`src/rtl/dmem_arb_pkg.sv`:
```
// Shared types and default widths for the data-memory arbiter.
package dmem_arb_pkg;

  localparam int DATA_WIDTH_DEF      = 32;
  localparam int DATA_ADDR_WIDTH_DEF = 10;
  localparam int WAITCNT_WIDTH       = 8;

  typedef enum logic {OWNER_M0, OWNER_M1} owner_t;

endpackage

```
`src/rtl/dmem_arbiter.sv`:
```
// Two-requester data-memory arbiter: fixed priority to the CPU (m0) with a
// starvation guard for the loader (m1), and read-data steering by owner.
module dmem_arbiter
  import dmem_arb_pkg::*;
#(
  parameter int DATA_WIDTH      = DATA_WIDTH_DEF,
  parameter int DATA_ADDR_WIDTH = DATA_ADDR_WIDTH_DEF,
  parameter int STARVE_LIMIT    = 4
) (
  input  logic                       clk,
  input  logic                       rst,

  input  logic                       m0_req,
  input  logic                       m0_we,
  input  logic [DATA_ADDR_WIDTH-1:0] m0_addr,
  input  logic [DATA_WIDTH/8-1:0]    m0_byteEn,
  input  logic [DATA_WIDTH-1:0]      m0_wdata,
  output logic                       m0_gnt,
  output logic                       m0_rvalid,
  output logic [DATA_WIDTH-1:0]      m0_rdata,

  input  logic                       m1_req,
  input  logic                       m1_we,
  input  logic [DATA_ADDR_WIDTH-1:0] m1_addr,
  input  logic [DATA_WIDTH/8-1:0]    m1_byteEn,
  input  logic [DATA_WIDTH-1:0]      m1_wdata,
  output logic                       m1_gnt,
  output logic                       m1_rvalid,
  output logic [DATA_WIDTH-1:0]      m1_rdata,

  output logic                       mem_en,
  output logic                       mem_r,
  output logic                       mem_w,
  output logic [DATA_ADDR_WIDTH-1:0] mem_addr,
  output logic [DATA_WIDTH/8-1:0]    mem_byteEn,
  output logic [DATA_WIDTH-1:0]      mem_wdata,
  input  logic [DATA_WIDTH-1:0]      mem_rdata
);

  localparam logic [WAITCNT_WIDTH-1:0] LIMIT = WAITCNT_WIDTH'(STARVE_LIMIT);

  logic [WAITCNT_WIDTH-1:0] waitCnt_q, waitCnt_d;
  logic                     rdPending_q, rdPending_d;
  owner_t                   rdOwner_q, rdOwner_d;

  logic force1;
  logic weSel;

  // Grants are suppressed during reset so nothing reaches the memory.
  always_comb begin
    force1 = m1_req && (waitCnt_q >= LIMIT);
    m1_gnt = !rst && m1_req && (!m0_req || force1);
    m0_gnt = !rst && m0_req && !m1_gnt;
  end

  always_comb begin
    mem_en     = m0_gnt | m1_gnt;
    weSel      = m1_gnt ? m1_we : m0_we;
    mem_r      = mem_en & ~weSel;
    mem_w      = mem_en & weSel;
    mem_addr   = m1_gnt ? m1_addr  : m0_addr;
    mem_wdata  = m1_gnt ? m1_wdata : m0_wdata;
    mem_byteEn = '0;
    if (mem_en) begin
      mem_byteEn = m1_gnt ? m1_byteEn : m0_byteEn;
    end
  end

  always_comb begin
    waitCnt_d = '0;
    if (m1_req && !m1_gnt) begin
      waitCnt_d = (waitCnt_q == '1) ? waitCnt_q : waitCnt_q + 1'b1;
    end
    rdPending_d = mem_r;
    rdOwner_d   = rdOwner_q;
    if (mem_r) begin
      rdOwner_d = m1_gnt ? OWNER_M1 : OWNER_M0;
    end
  end

  always_ff @(posedge clk) begin
    if (rst) begin
      waitCnt_q   <= '0;
      rdPending_q <= 1'b0;
      rdOwner_q   <= OWNER_M0;
    end else begin
      waitCnt_q   <= waitCnt_d;
      rdPending_q <= rdPending_d;
      rdOwner_q   <= rdOwner_d;
    end
  end

  // Read data is shared; only the owner's rvalid qualifies it.
  always_comb begin
    m0_rvalid = !rst && rdPending_q && (rdOwner_q == OWNER_M0);
    m1_rvalid = !rst && rdPending_q && (rdOwner_q == OWNER_M1);
    m0_rdata  = mem_rdata;
    m1_rdata  = mem_rdata;
  end

endmodule

```
`config.mk`:
```
export PLATFORM = sky130hd
export DESIGN_NAME = dmem_arbiter
export DESIGN_NICKNAME = d
export VERILOG_FILES = /design/src/rtl/dmem_arb_pkg.sv /design/src/rtl/dmem_arbiter.sv
export SDC_FILE = /design/constraint.sdc
export NUM_CORES = 1
export LEC_CHECK = 0
export CORE_AREA = 2 2 95 97
export DETAILED_ROUTE_END_ITERATION = 16
export DIE_AREA = 0 0 97 99
export PLACE_DENSITY = 0.73
export SETUP_SLACK_MARGIN = 0.02
export SYNTH_ARGS = -nofsm -noshare
export SYNTH_HDL_FRONTEND = slang
export SYNTH_SLANG_ARGS = --single-unit
```
`constraint.sdc`:
```
create_clock -name clk -period 1.65 [get_ports clk]
set_input_delay 0.2475 -clock clk [delete_from_list [all_inputs] [get_ports clk]]
set_output_delay 0.2475 -clock clk [all_outputs]
set_load 0.005 [all_outputs]
```
==> impl_metrics.csv <==
group,metric,value,unit
run_status,status,"finished with violations",
run_status,failed_checks,"setup timing",
placement,placer_congestion_estimate,0.737,
global_route,grt_max_degree,10,
clocking,cts_tree,"done",
final_layout,final_nets,419,
detailed_routing,post-route-drc-count,0,
critical_path,critical_path.startpoint,"waitCnt_q[6]$_SDFFE_PP0P_",
clocking,clockRootBuffer,"clkbuf_8",
detailed_routing,drtAntennaViolNets,0,
clocking,clockBufferDepth,2,
power_and_ir_drop,p_leak,1.49,nW
power_and_ir_drop,p_per_area,418,nW/um2
synthesis,synth_sequential_area_ratio,11.9,%
timing,final_critical_path_setup_slack,-471,ps
critical_path,critical_path.endpoint_type,"output port",
die,placement_rows,34,
critical_path,critPathMostFrequentCell,"buf_12",
detailed_routing,route.vias.total,1526,
timing,max_clock_freq,472,MHz
critical_path,rr_worst_depth,7,
synthesis,synth_simple_gate_area_share,8.84,%
critical_path,timing.rr.start,"waitCnt_q[6]$_SDFFE_PP0P_",
critical_path,crit_path_max_fanout,8,
timing,worst_clock_skew,3.11,ps
timing,layout_worst_path_cycle_share,129,%
detailed_routing,wl_per_cell,15.3,um
timing,setup_viol,52,
final_layout,area.growth.synth_to_final,93.3,%
power_and_ir_drop,ir_worst_vdd,0.379,mV
synthesis,ys_ff_latch,10,
min_path,worst_hold_path.num_cells,1,
placement,dp_hpwl,4310,um
clocking,cts_htree_levels,1,
power_and_ir_drop,p_int,1.04,mW
die,coreArea,8550,um2
min_path,hold_path.class,"reg -> reg",
global_route,number_of_global_route_vias_before_repair,1552,
power_and_ir_drop,combPwrFrac,57.3,%
synthesis,synthesis.yosys.warnings,0,
timing,final_hold_viol_count,0,
power_and_ir_drop,pwr-share-clk,23.3,%
synthesis,ys_types,26,
timing,final.setup.tns,-19650,ps
die,initial_utilization,19.7,%
critical_path,worstPathRequired,1400,ps
power_and_ir_drop,switchingPower,0.324,mW
timing,report.final.slew_viol_count,0,
final_layout,ratio_of_cells_with_drive_above_1_in_the_final_layout,46.9,%
die,pin_count,247,
timing,period_needed,2120,ps
detailed_routing,dr.pass1.iters,3,
detailed_routing,drtIter0Drc,17,
clocking,numClockSinks,10,
clocking,clock_latency,240,ps
critical_path,critical_path.cell_chain,"nor4b_4, a21oi_4, buf_12, buf_12, buf_16, mux2_4, buf_6",
detailed_routing,finalWirelength,6010,um
global_route,grt_overflow_total,0,
die,die_width,97,um
critical_path,critPathMaxStageDelay,340,ps
critical_path,timing.critical_path.from_type,"flip-flop",
synthesis,syn-cell-area,1680,um2
synthesis,synth_top_family_by_area,"multiplexers",
final_layout,antenna_cells,0,
critical_path,worstSetupPathType,"reg -> out",
clocking,clkSlewWorstSetupHoldPaths,50,ps
critical_path,signal_arrival_time_at_the_worst_endpoint,1870,ps
synthesis,postSynthCellCount,167,
synthesis,yosys-mux-area-fraction,40.9,%
timing,rsz_0062_raised_after_global_routing,"true",
clocking,cts_inserted_buffers,3,
global_route,grt_antenna_before_repair,0,
synthesis,yosys.area_share.adder,1.49,%
min_path,hold_path_startpoint,"waitCnt_q[0]$_SDFFE_PP0P_",
synthesis,synth_area_per_cell,10.1,um2
global_route,overall_global_routing_usage,11.6,%
synthesis,synth_xor_xnor_area_share,0,%
global_route,grt_first_pass_wirelength,8800,um
synthesis,synth-compound-area-share,2.97,%
die,die_h,99,um
clocking,cts_hold_buf,0,
final_layout,finish.utilization,38.1,%
die,floorplan_die_area,9600,um2
critical_path,cp_slowest_cell,"dfxtp_1",
detailed_routing,vias_per_cell,3.87,
power_and_ir_drop,power.sequential.fraction,19.4,%
power_and_ir_drop,power_switching_share,23.8,%
placement,port-buffer-count,150,
flow_run,cap_violations,0,
[kinds of logic after synthesis]
logic type,after synthesis
multiplexers,49
AND/OR/NAND/NOR,22
adder cells (fa/ha/maj),2
AO/OA/AOI/OAI,6
flip-flops,10
buffers and inverters,77
other,1
[power groups by stage]
stage	logic (mW)	registers (mW)	clock network, mW
after floorplan	0.357	0.265	0
after global placement	0.682	0.266	0
after detailed placement	0.688	0.266	0
after CTS	0.802	0.262	0.323
after global routing	0.831	0.265	0.334
final	0.779	0.264	0.317
[cells in the final DEF (no fill, tap or decap), types with 5 or more instances in the layout]
cell and n:
mux2_4 42, inv_1 8, buf_2 8, buf_6 38
buf_4 15, clkbuf_2 9, nand2_1 6, dfxtp_1 8
clkdlybuf4s50_1 96, buf_16 6, mux2i_1 7, conb_1 5
[critical path, delay by kind of cell, from the launching register on]
kind / cells / cell delay (ps)
DFF: 1 / 340
buffers and inverters: 4 / 550
muxes: 1 / 300
and+or+nand+nor: 1 / 330
AOI/OAI and AO/OA: 1 / 110
[synth_stat cells]
library cell	n	share of area (%)
or2_2	1	0.37
a211o_1	1	0.52
nand2b_1	2	0.74
dfxtp_1	10	12
mux2i_1	7	4.2
a211oi_1	2	0.89
buf_6	5	3.3
conb_1	1	0.22
and3b_1	1	0.52
and2_1	1	0.37
a21oi_1	2	0.59
nor2_1	1	0.22
nor3b_1	2	0.89
and3_1	1	0.37
nand4_1	1	0.37
inv_1	8	1.8
buf_4	64	29
nand2_1	6	1.3
mux2_4	39	35
nor3_2	1	0.59
a21oi_4	1	0.97
ha_1	2	1.5
nor2b_1	3	1.1
mux2_2	3	2.0
nor4b_4	1	1.4
nand4b_1	1	0.52
[worst paths after layout]
check / slack [ps] / end
max: -470 / mem_wdata[0]
min: 470 / waitCnt_q[0]$_SDFFE_PP0P_
max reg2reg: -40 / rdOwner_q$_SDFFE_PP0P_
min reg2reg: 470 / waitCnt_q[0]$_SDFFE_PP0P_
[area by class of cell]
class	count	area [um2]
fill	859	5300
inverter	8	30.0
sequential	10	203
multi-input combinational	84	960
tap	108	135
clock buffer	4	55.1
timing repair buffer	180	1870
[layer usage]
layer / vias up / track usage, % / share of wire (%)
li1: 732 / - / -
met3: 11 / 6.74 / 14
met5: - / 0 / 0
met1: 675 / 14.1 / 38
met4: 0 / 3.14 / 2.4
met2: 108 / 17.6 / 46
[state kept, by name (all words and copies together) (netlist names)]
name,cells
rdOwner_q,1
waitCnt_q,8
rdPending_q,1
[repair_timing]
action                                  in CTS  in global routing
setup buffers                               10                  6
gates resized for setup                    247                 15
pin swaps                                    4                  3
endpoints found under the setup margin      53                 53
endpoints found under the hold margin        0                  0
cloned                                       7                  0
[per-stage QoR]
| stage | hold WS (ps) | cells | power [mW] | area (um2) | worst slack, ps |
|---|---|---|---|---|---|
| floorplan | 346 | 171 | 0.621 | 1700 | 109 |
| global placement | 452 | 372 | 0.948 | 2900 | -779 |
| detailed placement | 460 | 372 | 0.954 | 2900 | -805 |
| CTS | 473 | 393 | 1.39 | 3310 | -505 |
| global route | 495 | 394 | 1.43 | 3260 | -530 |
| finish | 475 | 394 | 1.36 | 3260 | -471 |
Power figures use the tool's default switching activity.
